<file path="src/rtl/data_recv.sv">
// data_recv: UART-format serial byte receiver (8N1, LSB first).
// Define DATA_RECV_PARITY_EN to add an even-parity bit and parity_err.
`timescale 1ns/1ps
module data_recv #(
    parameter int CLKS_PER_BIT = 108,
    parameter int HALF_BIT     = CLKS_PER_BIT / 2
) (
    input  logic       clk,
    input  logic       rst,
    input  logic       rxd,
    output logic [7:0] data_out,
    output logic       data_valid,
    output logic       frame_err,
`ifdef DATA_RECV_PARITY_EN
    output logic       parity_err,
`endif
    output logic       rx_busy
);

    localparam int CW = $clog2(CLKS_PER_BIT);
    localparam logic [CW-1:0] LAST_CNT = CW'(CLKS_PER_BIT - 1);
    localparam logic [CW-1:0] HALF_CNT = CW'(HALF_BIT - 1);

    typedef enum logic [2:0] {
        IDLE,
        START,
        DATA,
        PARITY,
        STOP,
        WAIT_IDLE
    } state_t;

    state_t        state_q, state_d;
    logic [CW-1:0] cnt_q, cnt_d;
    logic [2:0]    idx_q, idx_d;
    logic [7:0]    shift_q, shift_d;
    logic [7:0]    dout_q, dout_d;
    logic          valid_q, valid_d;
    logic          ferr_q, ferr_d;
    logic [1:0]    sync_q, sync_d;
    logic          rxd_s;
`ifdef DATA_RECV_PARITY_EN
    logic          par_q, par_d;
    logic          perr_q, perr_d;
`endif

    assign rxd_s      = sync_q[1];
    assign data_out   = dout_q;
    assign data_valid = valid_q;
    assign frame_err  = ferr_q;
    assign rx_busy    = (state_q != IDLE);
`ifdef DATA_RECV_PARITY_EN
    assign parity_err = perr_q;
`endif

    // Frame sequencing: mid-bit sampling driven by the per-bit counter.
    always_comb begin
        state_d = state_q;
        cnt_d   = cnt_q;
        idx_d   = idx_q;
        shift_d = shift_q;
        dout_d  = dout_q;
        valid_d = 1'b0;
        ferr_d  = 1'b0;
        sync_d  = {sync_q[0], rxd};
`ifdef DATA_RECV_PARITY_EN
        par_d   = par_q;
        perr_d  = 1'b0;
`endif
        unique case (state_q)
            IDLE: begin
                if (!rxd_s) begin
                    state_d = START;
                    cnt_d   = '0;
                end
            end
            START: begin
                if (cnt_q == HALF_CNT) begin
                    cnt_d   = '0;
                    idx_d   = 3'd0;
                    state_d = rxd_s ? IDLE : DATA;
                end else begin
                    cnt_d = cnt_q + CW'(1);
                end
            end
            DATA: begin
                if (cnt_q == LAST_CNT) begin
                    cnt_d          = '0;
                    shift_d[idx_q] = rxd_s;
                    idx_d          = idx_q + 3'd1;
                    if (idx_q == 3'd7) begin
`ifdef DATA_RECV_PARITY_EN
                        state_d = PARITY;
`else
                        state_d = STOP;
`endif
                    end
                end else begin
                    cnt_d = cnt_q + CW'(1);
                end
            end
            PARITY: begin
`ifdef DATA_RECV_PARITY_EN
                if (cnt_q == LAST_CNT) begin
                    cnt_d   = '0;
                    par_d   = rxd_s;
                    state_d = STOP;
                end else begin
                    cnt_d = cnt_q + CW'(1);
                end
`else
                state_d = IDLE;
`endif
            end
            STOP: begin
                if (cnt_q == LAST_CNT) begin
                    cnt_d = '0;
                    if (rxd_s) begin
                        state_d = IDLE;
`ifdef DATA_RECV_PARITY_EN
                        if (^{shift_q, par_q}) begin
                            perr_d = 1'b1;
                        end else begin
                            valid_d = 1'b1;
                            dout_d  = shift_q;
                        end
`else
                        valid_d = 1'b1;
                        dout_d  = shift_q;
`endif
                    end else begin
                        ferr_d  = 1'b1;
                        state_d = WAIT_IDLE;
`ifdef DATA_RECV_PARITY_EN
                        perr_d  = ^{shift_q, par_q};
`endif
                    end
                end else begin
                    cnt_d = cnt_q + CW'(1);
                end
            end
            WAIT_IDLE: begin
                if (rxd_s) begin
                    state_d = IDLE;
                end
            end
            default: state_d = IDLE;
        endcase
    end

    // State, datapath and synchronizer registers.
    always_ff @(posedge clk or negedge rst) begin
        if (!rst) begin
            state_q <= IDLE;
            cnt_q   <= '0;
            idx_q   <= 3'd0;
            shift_q <= 8'h00;
            dout_q  <= 8'h00;
            valid_q <= 1'b0;
            ferr_q  <= 1'b0;
            sync_q  <= 2'b11;
`ifdef DATA_RECV_PARITY_EN
            par_q   <= 1'b0;
            perr_q  <= 1'b0;
`endif
        end else begin
            state_q <= state_d;
            cnt_q   <= cnt_d;
            idx_q   <= idx_d;
            shift_q <= shift_d;
            dout_q  <= dout_d;
            valid_q <= valid_d;
            ferr_q  <= ferr_d;
            sync_q  <= sync_d;
`ifdef DATA_RECV_PARITY_EN
            par_q   <= par_d;
            perr_q  <= perr_d;
`endif
        end
    end

endmodule
</file>
<file path="config.mk">
export PLATFORM = sky130hd
export DESIGN_NAME = data_recv
export DESIGN_NICKNAME = d
export VERILOG_FILES = /design/src/rtl/data_recv.sv
export SDC_FILE = /design/constraint.sdc
export NUM_CORES = 1
export LEC_CHECK = 0
export BUFFER_PORTS_ARGS = -buffer_cell sky130_fd_sc_hd__buf_4
export CAP_MARGIN = 20
export CORE_MARGIN = 10
export CORE_UTILIZATION = 35
export DETAILED_ROUTE_END_ITERATION = 12
export GPL_TIMING_DRIVEN = 0
export PLACE_DENSITY = 0.58
export REMOVE_ABC_BUFFERS = 1
export SLEW_MARGIN = 20
export SYNTH_ARGS = -nofsm -noshare
export SYNTH_HDL_FRONTEND = slang
export SYNTH_SLANG_ARGS = --single-unit
</file>
<file path="constraint.sdc">
create_clock -name clk -period 2.55 [get_ports clk]
set_input_delay 0.255 -clock clk [delete_from_list [all_inputs] [get_ports clk]]
set_output_delay 0.255 -clock clk [all_outputs]
set_load 0.01 [all_outputs]
</file>
# Yosys cells after proc, flatten, opt, wreduce, memory -nomap -nowiden
# Index checks and enable logic that the tools add are counted.
[word_totals]
reg_bits = 33
in_bits = 3
output_inout_bits = 11
[classes]
n_addsub = 2
n_lt_le_gt_ge = 2
eq_ne = 13
muxes = 25
reduce_logical = 11
[op_table]
columns = ["cell", "n"]
rows = [
  ["3-bit two-way mux", 9],
  ["7-bit two-way mux", 3],
  ["7-bit case mux with 3 select lines", 1],
  ["3-bit case mux with 5 select lines", 1],
  ["2-bit != test, second input constant", 6],
  ["3-bit == test, second input constant", 3],
  ["8-bit bitwise mux", 1],
  ["7-bit by 1-bit adder with 7-bit output, second input constant", 1],
  ["7-bit by 6-bit == test with 1-bit output, second input constant", 1],
  ["7-bit == test, second input constant", 1],
  ["1-bit two-way mux", 7],
  ["3-bit case mux with 2 select lines", 1],
  ["3-bit AND reduction", 2],
  ["6-bit AND reduction", 1],
  ["3-bit nonzero test", 2],
  ["3-bit by 4-bit less-than comparator with 1-bit output, second input constant", 1],
  ["2-bit AND reduction", 2],
  ["3-bit by 1-bit adder with 3-bit output, second input constant", 1],
  ["1-bit demux with 3-bit select", 1],
  ["3-bit by 1-bit == test with 1-bit output, second input constant", 1],
  ["3-bit by 2-bit == test with 1-bit output, second input constant", 1],
  ["3-bit by 1-bit >= comparator with 1-bit output, second input constant", 1],
  ["3-bit logical NOT", 1],
  ["2-bit two-way mux", 1],
  ["other kinds (3)", 3],
]

# Logic depth before layout (Yosys ltp)
[logic_depth]
ltp_word = 5
ltp_mapped = 6

# Least setup slack after synthesis
# OpenSTA, ideal clock, no wires.
[synth_timing]
path_type = "register -> register"
startpoint = "register cnt_q[0]"
endpoint = "register cnt_q[1]"
setup_ns = 0.104
arrival_ns = 1.595
required_ns = 2.446
slack_ns = 0.851
stages_incl_launch_ff = 6
n_path_buf = 0
cell_sequence = "dfrtp_1 > ha_1 > nor4bb_1 > a2111o_1 > and2_4 > o41ai_2"
[synth_via]
elab_chain_len = 3
elab_cells_between_ends = 6
cone_classes = "add/sub (1); eq/ne (2); mux (3)"
[synth_rtl]
columns = ["item", "line_no", "source"]
rows = [
  ["start, declared", "34", "logic [CW-1:0] cnt_q, cnt_d;"],
  ["start signal, assigned", "168", "cnt_q <= cnt_d;"],
  ["7-bit by 1-bit adder with 7-bit output (tied with other cells)", "83, 99, 139", ""],
  ["7-bit two-way mux (on tied branches)", "87, 116, 78", ""],
  ["7-bit case mux with 3 select lines (*)", "70", "unique case (state_q)"],
]
# Mark *: on every way between the ends. The rest lies on a longest branch, timed or not.
# A chain may end at the register's enable or synchronous reset.

# Final worst setup path
[layout_timing]
startpoint = "register state_q[2]"
endpoint = "register cnt_q[1]"
[layout_via]
elab_chain_len = 4
elab_cells_between_ends = 9
cone_classes = "eq/ne (4); mux (1); reduce/logical (4)"
[layout_rtl]
columns = ["item", "line_no", "source"]
rows = [
  ["start, declared", "33", "state_t state_q, state_d;"],
  ["start signal, assigned", "167", "state_q <= state_d;"],
  ["3-bit == test or 3-bit by 2-bit == test with 1-bit output (tied branches)", "70", ""],
  ["2-bit OR reduction (no line)", "n/a", ""],
  ["3-bit nonzero test (no line)", "n/a", ""],
  ["2-bit AND reduction (no line)", "n/a", ""],
]
# Several ways; a longest one is shown, not always the timed one.

==> metrics.cfg <==
[outcome]
status=finished clean

[clocking]
cts_sinks=33
clock_path_buffers=2
path_clk_slew_ps=60
cts_tree=done
cts-root-buf=clkbuf_8
post_cts_resized=0
cts_htree_levels=2
clock_latency_ps=280
numCtsBuffers=5
cts_hold_buf=1
cts_setup_buffers=0

[sta]
finalCritPeriodShare_pct=75.2
skew_ps=7.19
layout_setup_ws_ps=632
worst_slew_pin_slew_ps=426
fmax_mhz=521
max_slew_margin_pct=71.2
tns_ps=0
period_needed_ps=1920
hold_violations=0
finalSetupViolCount=0
slew_violations=0
rsz0062_at_grt=false

[synth]
ys_ff_latch=33
synth_commonest_cells=31 x dfrtp_1, 15 x mux2_2, 9 x nand2_1
synthFlopType=dfrtp_1
netlist_area_um2=1650
synth_xor_area_share_pct=1.06
synth_edf_count=0
synth_top_area_share_pct=47.1
synth_area_per_cell_um2=11.9
synthAdderAreaFrac_pct=3.04
synth_warnings=0
synth.most_common_cell=dfrtp_1
synthMuxAreaShare_pct=11.6
synthTopCellsByArea=dfrtp_1 47%, mux2_2 10%, dfstp_2 3.2%, ha_1 3.0%, nand2_1 2.1%
synth-compound-area-share_pct=12.3
yosysSeqAreaShare_pct=50.3
async_flop_share_pct=100
yosys.area_share.simple_pct=19.2
yosysUniqueCellTypes=49
synthCells=138
yosys.area.top_type=dfrtp_1
synth_top_family_by_area=simple AND/OR/NAND/NOR gates

[place]
place_area_um2=1790
dp.cells=199
port_buffers=13
hpwl_um=2110
place_ws_ps=654
place_congestion=0.818

[route]
drtPass1Iterations=4
vias=1107
drc_errors=0
first_iter_violations=100
final_antenna_net_count=0
wire_per_inst_um=14.5
wirelength_um=3020
via_per_inst=5.32

[grt]
gr-usage-all-layers_pct=8.41
grt_max_degree=34
grt_pass1_wl_um=5060
grt_pass1_vias=1047
grt-ovfl-total=0
antenna_found_initial=0

[power_and_ir_drop]
leakagePower_nw=0.893
finalPower_mw=0.918
vdd_drop_max_uv=365
p_per_area_nw_per_um2=488

[floorplanning]
core_um2=4440
initial_core_util_pct=37.0
io_pins=14
die-area_um2=7840
die_y_um=88.6
dieWidth_um=88.6
num_rows=24

[layout]
nNetsFinal=162
drive_above_1_share_pct=30.1
instances_no_fill=208
syn_to_final_growth_pct=14.4
final_design_area_no_fill_um2=1880
antenna_cells=0

[critical_path]
start_kind=flop
critPathKind=reg2reg
critPathMaxFanout=14
cp.arrival_ps=2090
cp-end-kind=flop
worstPathRequired_ps=2720

[flow_run]
max_cap_viol_count=0

[worst_hold_path]
holdCritPathClass=in2reg

[worst paths after layout]
kind	endpoint	cells after the start	from	slack, ps
worst max-delay path	cnt_q[1]	4	state_q[2]	630
worst min-delay path	sync_q[0]	1	rxd	80
worst max register to register	cnt_q[1]	4	state_q[2]	630
worst min register to register	sync_q[1]	0	sync_q[0]	350
max in group asynchronous	sync_q[0]	2	rst	1760
min in group asynchronous	cnt_q[5]	2	rst	460
[state kept, by name, summed over array words and instances, names as in the netlist]
| signal | count |
|---|---|
| frame_err | 1 |
| data_out | 8 |
| data_valid | 1 |
| sync_q | 2 |
| idx_q | 3 |
| state_q | 3 |
| shift_q | 8 |
| cnt_q | 7 |
[metrics by stage]
stage / hold WS [ps] / utilization, %
2_1_floorplan: -40.6 / -
3_3_place_gp: 219 / 40.3
3_5_place_dp: 228 / 40.3
4_1_cts: 71.7 / 42.4
5_1_grt: 62.6 / 42.4
6_report: 82.5 / 42.4
[cell families (layout without fill, tap and decap cells)]
| family | after synthesis | count (layout) |
|---|---|---|
| multiplexers | 17 | 17 |
| AO/OA/AOI/OAI | 26 | 26 |
| flip-flops | 33 | 33 |
| adder cells (fa/ha/maj) | 4 | 4 |
| buffers and inverters | 10 | 28 |
| AND/OR/NAND/NOR | 46 | 46 |
| XOR/XNOR | 2 | 2 |
[where the power goes]
part           leakage (nW)  internal, mW  total (mW)  switching (mW)
clock network        0.0450         0.189       0.374           0.185
logic                 0.409       0.00344      0.0141          0.0107
registers             0.439         0.526       0.530         0.00350
[layout make-up]
cell class | instances | area, um2
clock buffer | 6 | 72.6
fill | 409 | 2560
clock inverter | 2 | 10.0
timing repair buffer | 14 | 108
tap | 52 | 65.1
inverter | 6 | 22.5
multi-input combinational | 95 | 777
sequential | 33 | 828
[worst max-delay path, cell delays in order (launching register included)]
cell and delay [ps]:
dfrtp_1 590, nor3b_1 410, o22ai_1 270, and2_4 250, o41ai_2 290
[metal layers]
layer | GRT usage, % | vias up | wire, um
li1 | - | 543 | -
met1 | 10.3 | 539 | 1500
met2 | 12.5 | 19 | 1360
met3 | 3.22 | 6 | 129
met4 | 4.55 | 0 | 41
met5 | 0 | - | 0
[cells in the final DEF, fill, tap and decap left out, drive strengths merged, types with 3 or more instances in the layout]
master	synthesis	layout
a21oi	3	3
nor3	3	3
buf	1	13
inv	6	6
nand2	10	10
clkbuf	3	6
dfrtp	31	31
mux2	17	17
nand3	6	6
o21ai	4	4
nor2	6	6
ha	4	4
nand2b	3	3
a21o	3	3
Note: power is estimated with default switching activity, not from simulation.
